**src/rtl/psec5_readout_pkg.sv**
```systemverilog
`default_nettype none
// ============================================================================
// Module   : psec5_readout_pkg
// Brief    : Shared state encoding and word geometry for the counter readout.
// Revision : 1.0
// ============================================================================
package psec5_readout_pkg;

    localparam int NUM_BYTES     = 7;
    localparam int BITS_PER_BYTE = 8;
    localparam int CNT_WIDTH     = 10;
    localparam int WORD_WIDTH    = 56;

    typedef enum logic [2:0] {
        IDLE    = 3'd0,
        LOAD    = 3'd1,
        GAP     = 3'd2,
        SCLK_HI = 3'd3,
        SCLK_LO = 3'd4,
        DONE    = 3'd5
    } rdo_state_t;

endpackage
`default_nettype wire

```
**src/rtl/psec5_sclk_phase_gen.sv**
```systemverilog
`default_nettype none
// ============================================================================
// Module   : psec5_sclk_phase_gen
// Brief    : Half-period phase counter and registered SPI clock level.
// Revision : 1.0
// ============================================================================
module psec5_sclk_phase_gen #(
    parameter int HALF_PERIOD = 2
) (
    input  logic clk,
    input  logic rst,
    input  logic i_run,
    input  logic i_sclk_next,
    output logic o_phase_end,
    output logic o_sclk
);

    localparam int c_PHASE_W = (HALF_PERIOD > 1) ? $clog2(HALF_PERIOD) : 1;

    logic [c_PHASE_W-1:0] r_phase;
    logic                 r_sclk;

    assign o_phase_end = i_run && (r_phase == c_PHASE_W'(HALF_PERIOD - 1));
    assign o_sclk      = r_sclk;

    // Counter idles at zero so every phase starts with a full half period.
    always_ff @(posedge clk or posedge rst) begin
        if (rst) begin
            r_phase <= '0;
            r_sclk  <= 1'b0;
        end else begin
            r_sclk <= i_sclk_next;
            if (!i_run || o_phase_end) begin
                r_phase <= '0;
            end else begin
                r_phase <= r_phase + 1'b1;
            end
        end
    end

endmodule
`default_nettype wire

```
**src/rtl/psec5_cnt_readout_ctrl.sv**
```systemverilog
`default_nettype none
// ============================================================================
// Module   : psec5_cnt_readout_ctrl
// Brief    : Byte-wise serial readout of the channel counters with handshake.
// Revision : 1.0
// ============================================================================
module psec5_cnt_readout_ctrl
    import psec5_readout_pkg::*;
#(
    parameter int HALF_PERIOD = 2,
    parameter int LOAD_CYCLES = 2
) (
    input  logic       CLK,
    input  logic       RST,
    input  logic       START,
    input  logic       ABORT,
    input  logic       DATA_READY,
    input  logic       CNT_SER,
    output logic       LOAD_CNT_SER,
    output logic [2:0] SELECT_REG,
    output logic       SPI_CLK,
    output logic       BUSY,
    output logic       DATA_VALID,
    output logic [9:0] CA_OUT,
    output logic [9:0] CB_OUT,
    output logic [9:0] CC_OUT,
    output logic [9:0] CD_OUT,
    output logic [9:0] CE_OUT,
    output logic       FRAME_ERR
);

    localparam int c_LD_W = (LOAD_CYCLES > 1) ? $clog2(LOAD_CYCLES) : 1;

    rdo_state_t              r_state;
    rdo_state_t              w_next;
    logic [c_LD_W-1:0]       r_ld;
    logic [2:0]              r_byte;
    logic [2:0]              r_bit;
    logic [WORD_WIDTH-1:0]   r_word;
    logic                    r_load;
    logic                    r_busy;
    logic                    r_valid;
    logic                    r_ferr;
    logic [CNT_WIDTH-1:0]    r_ca, r_cb, r_cc, r_cd, r_ce;

    logic w_phase_end;
    logic w_run;
    logic w_start_ok;
    logic w_last_bit;
    logic w_last_byte;
    logic w_abort;

    assign w_run       = (r_state == SCLK_HI) || (r_state == SCLK_LO);
    assign w_start_ok  = START && !ABORT && !(r_valid && !DATA_READY);
    assign w_last_bit  = (r_bit == 3'(BITS_PER_BYTE - 1));
    assign w_last_byte = (r_byte == 3'(NUM_BYTES - 1));
    assign w_abort     = ABORT && (r_state != IDLE);

    psec5_sclk_phase_gen #(
        .HALF_PERIOD (HALF_PERIOD)
    ) u_phase (
        .clk         (CLK),
        .rst         (RST),
        .i_run       (w_run),
        .i_sclk_next (w_next == SCLK_HI),
        .o_phase_end (w_phase_end),
        .o_sclk      (SPI_CLK)
    );

    always_ff @(posedge CLK or posedge RST) begin
        if (RST) begin
            r_state <= IDLE;
        end else begin
            r_state <= w_next;
        end
    end

    always_comb begin
        w_next = r_state;
        case (r_state)
            IDLE:    if (w_start_ok) w_next = LOAD;
            LOAD:    if (r_ld == c_LD_W'(LOAD_CYCLES - 1)) w_next = GAP;
            GAP:     w_next = SCLK_HI;
            SCLK_HI: if (w_phase_end) w_next = SCLK_LO;
            SCLK_LO: begin
                if (w_phase_end) begin
                    if (!w_last_bit) begin
                        w_next = SCLK_HI;
                    end else if (!w_last_byte) begin
                        w_next = LOAD;
                    end else begin
                        w_next = DONE;
                    end
                end
            end
            DONE:    w_next = IDLE;
            default: w_next = IDLE;
        endcase
        if (w_abort) begin
            w_next = IDLE;
        end
    end

    // Strobe, busy and shift position are all registered from the next state.
    always_ff @(posedge CLK or posedge RST) begin
        if (RST) begin
            r_ld    <= '0;
            r_byte  <= '0;
            r_bit   <= '0;
            r_word  <= '0;
            r_load  <= 1'b0;
            r_busy  <= 1'b0;
            r_valid <= 1'b0;
            r_ferr  <= 1'b0;
            r_ca    <= '0;
            r_cb    <= '0;
            r_cc    <= '0;
            r_cd    <= '0;
            r_ce    <= '0;
        end else begin
            r_load <= (w_next == LOAD);
            r_busy <= (w_next != IDLE);
            r_ld   <= ((r_state == LOAD) && (w_next == LOAD)) ? r_ld + 1'b1 : '0;

            if (w_next == IDLE) begin
                r_byte <= '0;
                r_bit  <= '0;
            end else if ((r_state == SCLK_LO) && w_phase_end) begin
                r_bit <= r_bit + 1'b1;
                if (w_last_bit && !w_last_byte) begin
                    r_byte <= r_byte + 1'b1;
                end
            end

            if ((r_state == IDLE) && (w_next == LOAD)) begin
                r_word <= '0;
            end else if ((r_state == SCLK_HI) && w_phase_end && !w_abort) begin
                r_word[{r_byte, r_bit}] <= CNT_SER;
            end

            if ((r_state == DONE) && !w_abort) begin
                r_valid <= 1'b1;
                r_ca    <= r_word[9:0];
                r_cb    <= r_word[19:10];
                r_cc    <= r_word[29:20];
                r_cd    <= r_word[39:30];
                r_ce    <= r_word[49:40];
                r_ferr  <= |r_word[55:50];
            end else if (r_valid && DATA_READY) begin
                r_valid <= 1'b0;
            end
        end
    end

    assign LOAD_CNT_SER = r_load;
    assign SELECT_REG   = r_byte;
    assign BUSY         = r_busy;
    assign DATA_VALID   = r_valid;
    assign CA_OUT       = r_ca;
    assign CB_OUT       = r_cb;
    assign CC_OUT       = r_cc;
    assign CD_OUT       = r_cd;
    assign CE_OUT       = r_ce;
    assign FRAME_ERR    = r_ferr;

endmodule
`default_nettype wire

```
**config.mk**
```make
export PLATFORM = sky130hd
export DESIGN_NAME = psec5_cnt_readout_ctrl
export DESIGN_NICKNAME = d
export VERILOG_FILES = /design/src/rtl/psec5_readout_pkg.sv /design/src/rtl/psec5_sclk_phase_gen.sv /design/src/rtl/psec5_cnt_readout_ctrl.sv
export SDC_FILE = /design/constraint.sdc
export NUM_CORES = 1
export LEC_CHECK = 0
export CELL_PAD_IN_SITES_DETAIL_PLACEMENT = 0
export CELL_PAD_IN_SITES_GLOBAL_PLACEMENT = 1
export CORE_ASPECT_RATIO = 0.8
export CORE_MARGIN = 5
export CORE_UTILIZATION = 49
export DETAILED_ROUTE_END_ITERATION = 10
export HOLD_SLACK_MARGIN = 0.02
export PLACE_DENSITY = 0.88
export SLEW_MARGIN = 10
export SYNTH_ARGS = -nofsm -noshare
export SYNTH_HDL_FRONTEND = slang
export SYNTH_SLANG_ARGS = --single-unit
```
**constraint.sdc**
```tcl
create_clock -name CLK -period 10.06 [get_ports CLK]
set_input_delay 3.018 -clock CLK [delete_from_list [all_inputs] [get_ports CLK]]
set_output_delay 3.018 -clock CLK [all_outputs]
set_load 0.05 [all_outputs]
```
* After elaboration in Yosys (flattened, before gate mapping)
Index checks and enable logic that the tools add are counted.
** Storage, ports and cells
- Bits in registers :: 122
- Bits of input ports :: 6
- Output and inout port bits :: 58
** Cells by class
- Multiplexer cells :: 22
- $lt $le $gt $ge :: 2
- Add/subtract/negate cells :: 4
- Reductions and logical operators :: 32
- Equal/unequal tests :: 9
** Operators by type and width (count)
- 56-bit 2-to-1 mux :: 2
- 56-bit bitwise mux :: 1
- 3-bit 2-to-1 mux :: 12
- 3-bit case mux with 5 select lines :: 1
- 1-bit logical AND :: 14
- 3-bit == test, second input constant :: 4
- 3-bit by 2-bit == test with 1-bit output, second input constant :: 3
- 2-bit nonzero test :: 4
- 6-bit by 7-bit < comparator with 1-bit output, second input constant :: 1
- 3-bit by 1-bit adder with 3-bit output, second input constant :: 2
- 1-bit demux with 6-bit select :: 1
- 3-bit by 1-bit == test with 1-bit output, second input constant :: 2
- 6-bit by 1-bit >= comparator with 1-bit output, second input constant :: 1
- 1-bit zero test :: 6
- 3-bit zero test :: 2
- 3-bit nonzero test :: 2
- 6-bit OR reduction :: 1
- 1-bit 2-to-1 mux :: 5
- 1-bit adder, second input constant :: 2
- 1-bit logical OR :: 2
- 2-bit AND reduction :: 1

* Logic depth before layout (Yosys ltp)
Gate-level depths: netlist (run 1).
- Depth in word-level cells :: 10
- Depth in mapped cells :: 7
- Depth with buffers taken out :: 6

* By module
A second synthesis (run 1) with hierarchy kept.
** Second synthesis, totals
- Cells, all modules :: 503
- Area, all modules :: 5402.7 µm²
** By module, submodules not included
- psec5_cnt_readout_ctrl :: area each 5332.6 µm², cells an instance 498, seq. area each 3002.9 µm², instances 1
- psec5_sclk_phase_gen :: area each 70.1 µm², cells an instance 5, seq. area each 50.0 µm², instances 1

* Worst setup path before layout (run 1)
No wires, ideal clock.
- Kind :: input-to-reg
- Start point :: in DATA_READY
- End point :: reg r_byte[1], in the netlist SELECT_REG[1]
- Data required time :: 9.917 ns
- Setup slack :: 5.944 ns
- Stages on the path :: 5
- Data arrival time :: 3.973 ns
- Path buffers :: 1
- Setup time :: 0.143 ns
- Cells stage by stage :: nand2b_1 > and3_1 > o31ai_1 > buf_2 > a22oi_1
** On the way
- Longest elaborated chain between the ends :: 10
- Elaborated cells between the ends (all ways) :: 12
- Those cells by class :: mux (4); reduce/logical (8)
** Ends and longest elaborated chain
- from (decl) :: RTL line psec5_cnt_readout_ctrl.sv:17 : input logic DATA_READY,
- 1-bit zero test (*) :: RTL line psec5_cnt_readout_ctrl.sv:54 : assign w_start_ok = START && !ABORT && !(r_valid && !DATA_READY);
- 1-bit logical AND (*) :: RTL line psec5_cnt_readout_ctrl.sv:54
- 1-bit zero test (*) :: RTL line psec5_cnt_readout_ctrl.sv:54
- 1-bit logical AND (*) :: RTL line psec5_cnt_readout_ctrl.sv:54
- 3-bit 2-to-1 mux (*) :: RTL line psec5_cnt_readout_ctrl.sv:81 : IDLE: if (w_start_ok) w_next = LOAD;
- 3-bit case mux with 5 select lines (*) :: RTL line psec5_cnt_readout_ctrl.sv:80 : case (r_state)
- 3-bit 2-to-1 mux (*) :: RTL line psec5_cnt_readout_ctrl.sv:99 : if (w_abort) begin
- 3-bit zero test (*) :: RTL line psec5_cnt_readout_ctrl.sv:125 : if (w_next == IDLE) begin
- 2-bit nonzero test (no source line)
- 2-bit AND reduction (no source line)
- to (signal assigned) :: RTL line psec5_cnt_readout_ctrl.sv:131 : r_byte <= r_byte + 1'b1;
- to (decl) :: RTL line psec5_cnt_readout_ctrl.sv:37 : logic [2:0] r_byte;
Every way passes the cells marked *; elsewhere a longest branch is shown, timed or not.
A chain may end at the register's enable or synchronous reset.

* Worst setup path in the final report (run 1)
- Start point :: in ABORT
- End point :: reg r_cc[2], in the netlist CC_OUT[2]
** On the way
- Longest elaborated chain between the ends :: 3
** Ends and longest elaborated chain
- from (decl) :: RTL line psec5_cnt_readout_ctrl.sv:16 : input logic ABORT,
- 1-bit logical AND :: RTL line psec5_cnt_readout_ctrl.sv:57 : assign w_abort = ABORT && (r_state != IDLE);
- 1-bit zero test :: RTL line psec5_cnt_readout_ctrl.sv:141 : if ((r_state == DONE) && !w_abort) begin
- 1-bit logical AND :: RTL line psec5_cnt_readout_ctrl.sv:141
- to (signal assigned) :: RTL line psec5_cnt_readout_ctrl.sv:145 : r_cc <= r_word[29:20];
- to (decl) :: RTL line psec5_cnt_readout_ctrl.sv:44 : logic [CNT_WIDTH-1:0] r_ca, r_cb, r_cc, r_cd, r_ce;
Every way passes these cells.

==> results.ini, run 1 <==
[run_status]
status = completed

[synth]
synth-edff-count = 0
synth-main-ff-cell = dfrtp_1
synth.cell_area_sq_um = 6010
async_reset_ff_share_pct = 100
synthesis.nets = 549
ys_seq_area_share_pct = 50.8
synth_seq_cells = 122
yosysWarnings = 0
yosysUniqueCellTypes = 47
avgSynthCellArea_sq_um = 11.1
synth_cells = 539

[die]
placementRows = 36
ios = 64
initial_core_util_pct = 49.6
core_sq_um = 12100
die_area_sq_um = 14600
die_x_microns = 134
fp.dieH_microns = 109

[timing]
fin_crit_ps = 5230
setup_viol_count_final = 0
tns_ps = 0
worst_slew_pin_slew_ps = 1280
maxSlewHeadroom_pct = 14.4
fin_crit_sh_pct = 52.0
grt_setup_unrepaired = no
slew_violations = 0
hold_viol = 0
clock.fmax_mhz = 191
finClkSkew_ps = 6.48

[setup_path]
path_class = primary input to flip-flop
worstPathRequired_ps = 10350
end_kind = flip-flop
cp-start-kind = primary input
cp_max_fo = 60
arrival_ps = 5520

[grt]
antenna_found_initial = 0
grt_first_pass_wirelength_microns = 22100
grt_overflow = 0
grt_max_degree = 71
grt_use_total_pct = 19.7
grt_pass1_vias = 4089

[layout]
diodes = 0
nets = 590
ff_latch_area_sq_um = 3050
final_util_pct = 59.5
fillers = 969
area_delta_synth_final_pct = 19.9
multi_input_area_sq_um = 2480
layout-drive-gt1-share_pct = 25.4
design_area_sq_um = 7210

[drt]
vias_per_cell = 5.66
wl_microns = 13600
drtIter0Drc = 333
drtPass1Iterations = 4
drc = 0
wl_per_cell_microns = 18.4
antenna_left = 0
num_vias = 4199

[clock_tree]
path_clk_slew_ps = 50
cts_buffers = 17
post_cts_buffers = 0
ctsRootBufferMaster = clkbuf_16
max-clock-path-buffers = 2
hold_buffers = 0
tritoncts = done
clock_latency_ps = 410
cts.sinks = 122
htreeDepth = 4
post_cts_resized = 0

[power]
seqPwrFrac_pct = 36.7
pwr-share-comb_pct = 36.1
power.density_nw_per_um2 = 309
vdd_drop_max_uv = 163
pwr-share-clk_pct = 27.1
p_leak_nw = 3.06
p_switching_mw = 0.842
internal-power_mw = 1.38
switching_share_pct = 37.9

[place]
hpwl_microns = 8640
place_congestion = 0.791
place.port_buffers = 63
placed_cell_area_sq_um = 6620

[flow_run]
maxCapViolations = 0

[hold_path]
hp-class = flip-flop to flip-flop

[registers in the layout, indices dropped and copies added, names as in the netlist, 3 cells and up]
register and cells:
CD_OUT 10, CE_OUT 10, r_bit 3, CA_OUT 10, CB_OUT 10, r_word 56, SELECT_REG 3, r_state 3
CC_OUT 10
[worst max-delay path, stage by stage]
cell and delay (ps):
buf_2 90, buf_4 340, nor4bb_4 1090, buf_4 550
mux2_2 400
[synth_stat cells (2+ instances only)]
cell type  instances  area (sq um)
nand4_1            2          12.5
buf_4             12          90.1
nor3b_2            4          50.1
nor3b_1            2          15.0
nor2_1             7          26.3
nor2b_1            2          12.5
a21oi_1           11          55.1
and3_1             3          18.8
xnor2_1            2          17.5
a211oi_2          40           500
a211oi_1          16           120
o22ai_1           56           350
nand2_2            7          43.8
inv_1             61           229
ha_1               4          50.1
nand2_1           61           229
dfrtp_1          122          3050
and3b_1            6          52.6
buf_6              6          67.6
mux2_2            50           563
clkbuf_1          15          56.3
buf_2             11          55.1
nand3_1            3          15.0
or3b_2             2          17.5
nand2b_1           4          25.0
buf_1              2          7.51
nor4_1             2          12.5
mux2i_1            2          20.0
nand3b_1           6          45.0
[path summary, 6_finish.rpt]
kind / to / cells after the start / startpoint / slack (ps)
worst min-delay path: CC_OUT[3] / 1 / CC_OUT[3] / 500
worst max register to register: CC_OUT[2] / 3 / r_state[2] / 7240
worst min register to register: CC_OUT[3] / 1 / CC_OUT[3] / 500
max in group asynchronous: CB_OUT[0] / 3 / RST / 5670
min in group asynchronous: r_state[2] / 2 / RST / 3060
worst max-delay path: CC_OUT[2] / 5 / ABORT / 4830
[layout by cell type (no fill, tap or decap), types with 2 or more instances in the layout]
cell type,instances
xnor2_1,2
a211oi_2,40
nand3_1,3
nor4_1,2
o22ai_1,56
clkbuf_8,3
mux2_2,50
clkbuf_16,17
buf_4,5
dfrtp_1,122
nand3b_1,6
inv_1,60
nand4_1,2
nor2b_1,2
nor2_1,7
nand2_2,7
nand2b_1,4
and3b_1,6
mux2i_1,2
nand2_1,61
clkdlybuf4s50_1,62
bufinv_16,3
or3b_2,2
nor3b_1,2
and3_1,3
clkinv_2,5
nor3b_2,4
a21oi_1,11
ha_1,4
a211oi_1,16
[cell families (layout without fill, tap and decap cells)]
group | Yosys count | count (layout) | synth area share [%]
AO/OA/AOI/OAI | 128 | 128 | 18.1
AND/OR/NAND/NOR | 123 | 123 | 11.7
flip-flops | 122 | 122 | 50.8
buffers and inverters | 107 | 158 | 8.41
multiplexers | 52 | 52 | 9.70
adder cells (fa/ha/maj) | 4 | 4 | 0.833
XOR/XNOR | 3 | 3 | 0.437
[power groups by stage]
stage	sequential, mW	combinational (mW)	clock [mW]
after floorplan	1.06	0.317	0
after global placement	0.814	0.786	0
after detailed placement	0.823	0.803	0
after CTS	0.818	0.809	0.617
after global routing	0.845	0.855	0.641
final	0.817	0.803	0.603
[final cells by class]
class	instances	share of cell area, %
Sequential cell	122	42.4
Multi-Input combinational cell	310	34.4
Timing Repair Buffer	68	9.20
Clock buffer	20	6.48
Inverter	61	3.21
Tap cell	152	2.64
Clock inverter	9	1.70
[routing by layer]
metal  vias to the layer above  part of all wire [%]  GRT usage (%)
met4                         0                   1.5           7.05
met2                       119                    45           29.2
met3                        19                   5.7           6.13
li1                       2004                     -              -
met5                         -                     0              0
met1                      2057                    47           27.4
[through the flow]
| step | worst slack [ps] | instances | power (mW) | hold slack (ps) |
|---|---|---|---|---|
| after floorplan | 3800 | 539 | 1.38 | 473 |
| after global placement | 4490 | 713 | 1.60 | 491 |
| after detailed placement | 4350 | 713 | 1.63 | 492 |
| after CTS | 4790 | 742 | 2.24 | 508 |
| after global routing | 4670 | 742 | 2.34 | 517 |
| final | 4830 | 742 | 2.22 | 501 |
Note: power is estimated with default switching activity, not from simulation.
==> run 2: changes to the inputs <==
--- a/config.mk
+++ b/config.mk
@@ -9,10 +9,10 @@
 export CELL_PAD_IN_SITES_GLOBAL_PLACEMENT = 1
 export CORE_ASPECT_RATIO = 0.8
 export CORE_MARGIN = 5
-export CORE_UTILIZATION = 49
+export CORE_UTILIZATION = 41
 export DETAILED_ROUTE_END_ITERATION = 10
 export HOLD_SLACK_MARGIN = 0.02
-export PLACE_DENSITY = 0.88
+export PLACE_DENSITY = 0.79
 export SLEW_MARGIN = 10
 export SYNTH_ARGS = -nofsm -noshare
 export SYNTH_HDL_FRONTEND = slang
==> constraint.sdc (replaced) <==
create_clock -name CLK -period 4.7 [get_ports CLK]
set_input_delay 1.41 -clock CLK [delete_from_list [all_inputs] [get_ports CLK]]
set_output_delay 1.41 -clock CLK [all_outputs]
set_load 0.05 [all_outputs]
==> results.ini, run 2 (synthesis gave the netlist of run 1 again) <==
[run_status]
status = completed

[drt]
wl_per_cell_microns = 18.1
wl_microns = 14100
num_vias = 4160
antenna_left = 0
drtPass1Iterations = 5
drtIter0Drc = 313
drc = 0
vias_per_cell = 5.32

[setup_path]
worstPathCellList = clkdlybuf4s50_1
crit_family = buffers and inverters
reg2reg_depth = 4
worstPathRequired_ps = 3290
slowest_stage = clkdlybuf4s50_1
r2r-start = r_bit[1]
r2r_setup_slack_ps = 2350
r2r-end = r_word[50]
end_kind = output pin
crit_buf_inv = 1
cpPeakStageDelay_ps = 890
path_class = flip-flop to output pin
arrival_ps = 1940
cp-start-kind = flip-flop
cp_max_fo = 11

[clock_tree]
tritoncts = done
path_clk_slew_ps = 60
post_cts_buffers = 0
hold_buffers = 0
post_cts_resized = 0
ctsRootBufferMaster = clkbuf_16
clock_latency_ps = 420
cts.sinks = 122
htreeDepth = 4
max-clock-path-buffers = 2
cts_buffers = 17

[layout]
final_util_pct = 51.0
nets = 595
mostFrequentLayoutCell = dfrtp_1
diodes = 0
area_delta_synth_final_pct = 21.7
fillers = 1296
multi_input_area_sq_um = 2470
largest-register = r_word
layout-drive-gt1-share_pct = 26.3
ff_latch_area_sq_um = 3050
design_area_sq_um = 7310
layout_common_cells = dfrtp_1, clkdlybuf4s50_1, nand2_1
largest_register_ffs = 56

[timing]
grt_setup_unrepaired = no
tns_ps = 0
fin_crit_sh_pct = 71.3
worst_slew_pin_slew_ps = 1250
slew_violations = 0
maxSlewHeadroom_pct = 16.4
finClkSkew_ps = 15.1
fin_crit_ps = 3350
hold_ws_ps = 505
clock.fmax_mhz = 298
setup_viol_count_final = 0
hold_viol = 0

[power]
switching_share_pct = 38.1
vdd_drop_max_uv = 363
p_switching_mw = 1.84
internal-power_mw = 2.99
pwr-share-clk_pct = 28.2
finalPower_mw = 4.83
p_leak_nw = 3.09
seqPwrFrac_pct = 36.2
pwr-share-comb_pct = 35.6
power.density_nw_per_um2 = 660

[hold_path]
hold_depth = 1
hp-class = flip-flop to flip-flop
min_from = CC_OUT[7]
holdPathEnd = CC_OUT[7]

[place]
place.port_buffers = 63
hpwl_microns = 8950
placed_cell_area_sq_um = 6690
place_congestion = 0.783

[die]
die_x_microns = 145
core_sq_um = 14300
fp.dieH_microns = 118
initial_core_util_pct = 41.9
die_area_sq_um = 17200
ios = 64
placementRows = 39

[flow_run]
maxCapViolations = 0

[grt]
antenna_found_initial = 0
grt_overflow = 0
grt_pass1_vias = 4290
grt_max_degree = 59
grt_first_pass_wirelength_microns = 23200
grt_use_total_pct = 16.8

## run 2: final cells by class
class | count | area share [%]
clock inverter | 11 | 1.95
sequential | 122 | 41.7
clock buffer | 21 | 6.57
inverter | 61 | 3.17
timing repair buffer | 73 | 9.58
multi-input combinational | 310 | 33.8
tap | 184 | 3.15
## run 2: per-stage QoR
step	instances	setup slack [ps]
finish	782	1350
global route	782	1310
CTS	782	1340
detailed placement	750	1360
global placement	750	1450
floorplan	539	47.5
## run 2: how the worst max path moves through the flow
stage / start / endpoint / slack (ps) / depth (start not counted)
after global placement: ABORT / r_word[1] / 1450 / 6
after floorplan: RST / BUSY / 50 / 1
after global routing: SELECT_REG[1] / SELECT_REG[1] / 1310 / 1
final: SELECT_REG[1] / SELECT_REG[1] / 1350 / 1
after detailed placement: ABORT / r_word[8] / 1360 / 6
after CTS: SELECT_REG[1] / SELECT_REG[1] / 1340 / 1
## run 2: power groups by stage
stage	registers [mW]	clock network, mW	logic (mW)
final	1.75	1.36	1.72
after global routing	1.81	1.43	1.83
after CTS	1.75	1.38	1.73
after detailed placement	1.76	0	1.72
after global placement	1.75	0	1.70
after floorplan	2.27	0	0.679
## run 2: routing by layer
layer,vias up,wire (microns),GRT usage (%)
met1,2034,6850,23.5
li1,1998,-,-
met5,-,0,0
met3,16,709,4.86
met2,112,6400,25.9
met4,0,166,4.08
## run 2: worst reg2reg max path: stages, from the launching register on
cell,delay (ps)
dfrtp_1,610
nor3b_1,1050
nand2_1,180
a211oi_2,270
o22ai_1,110
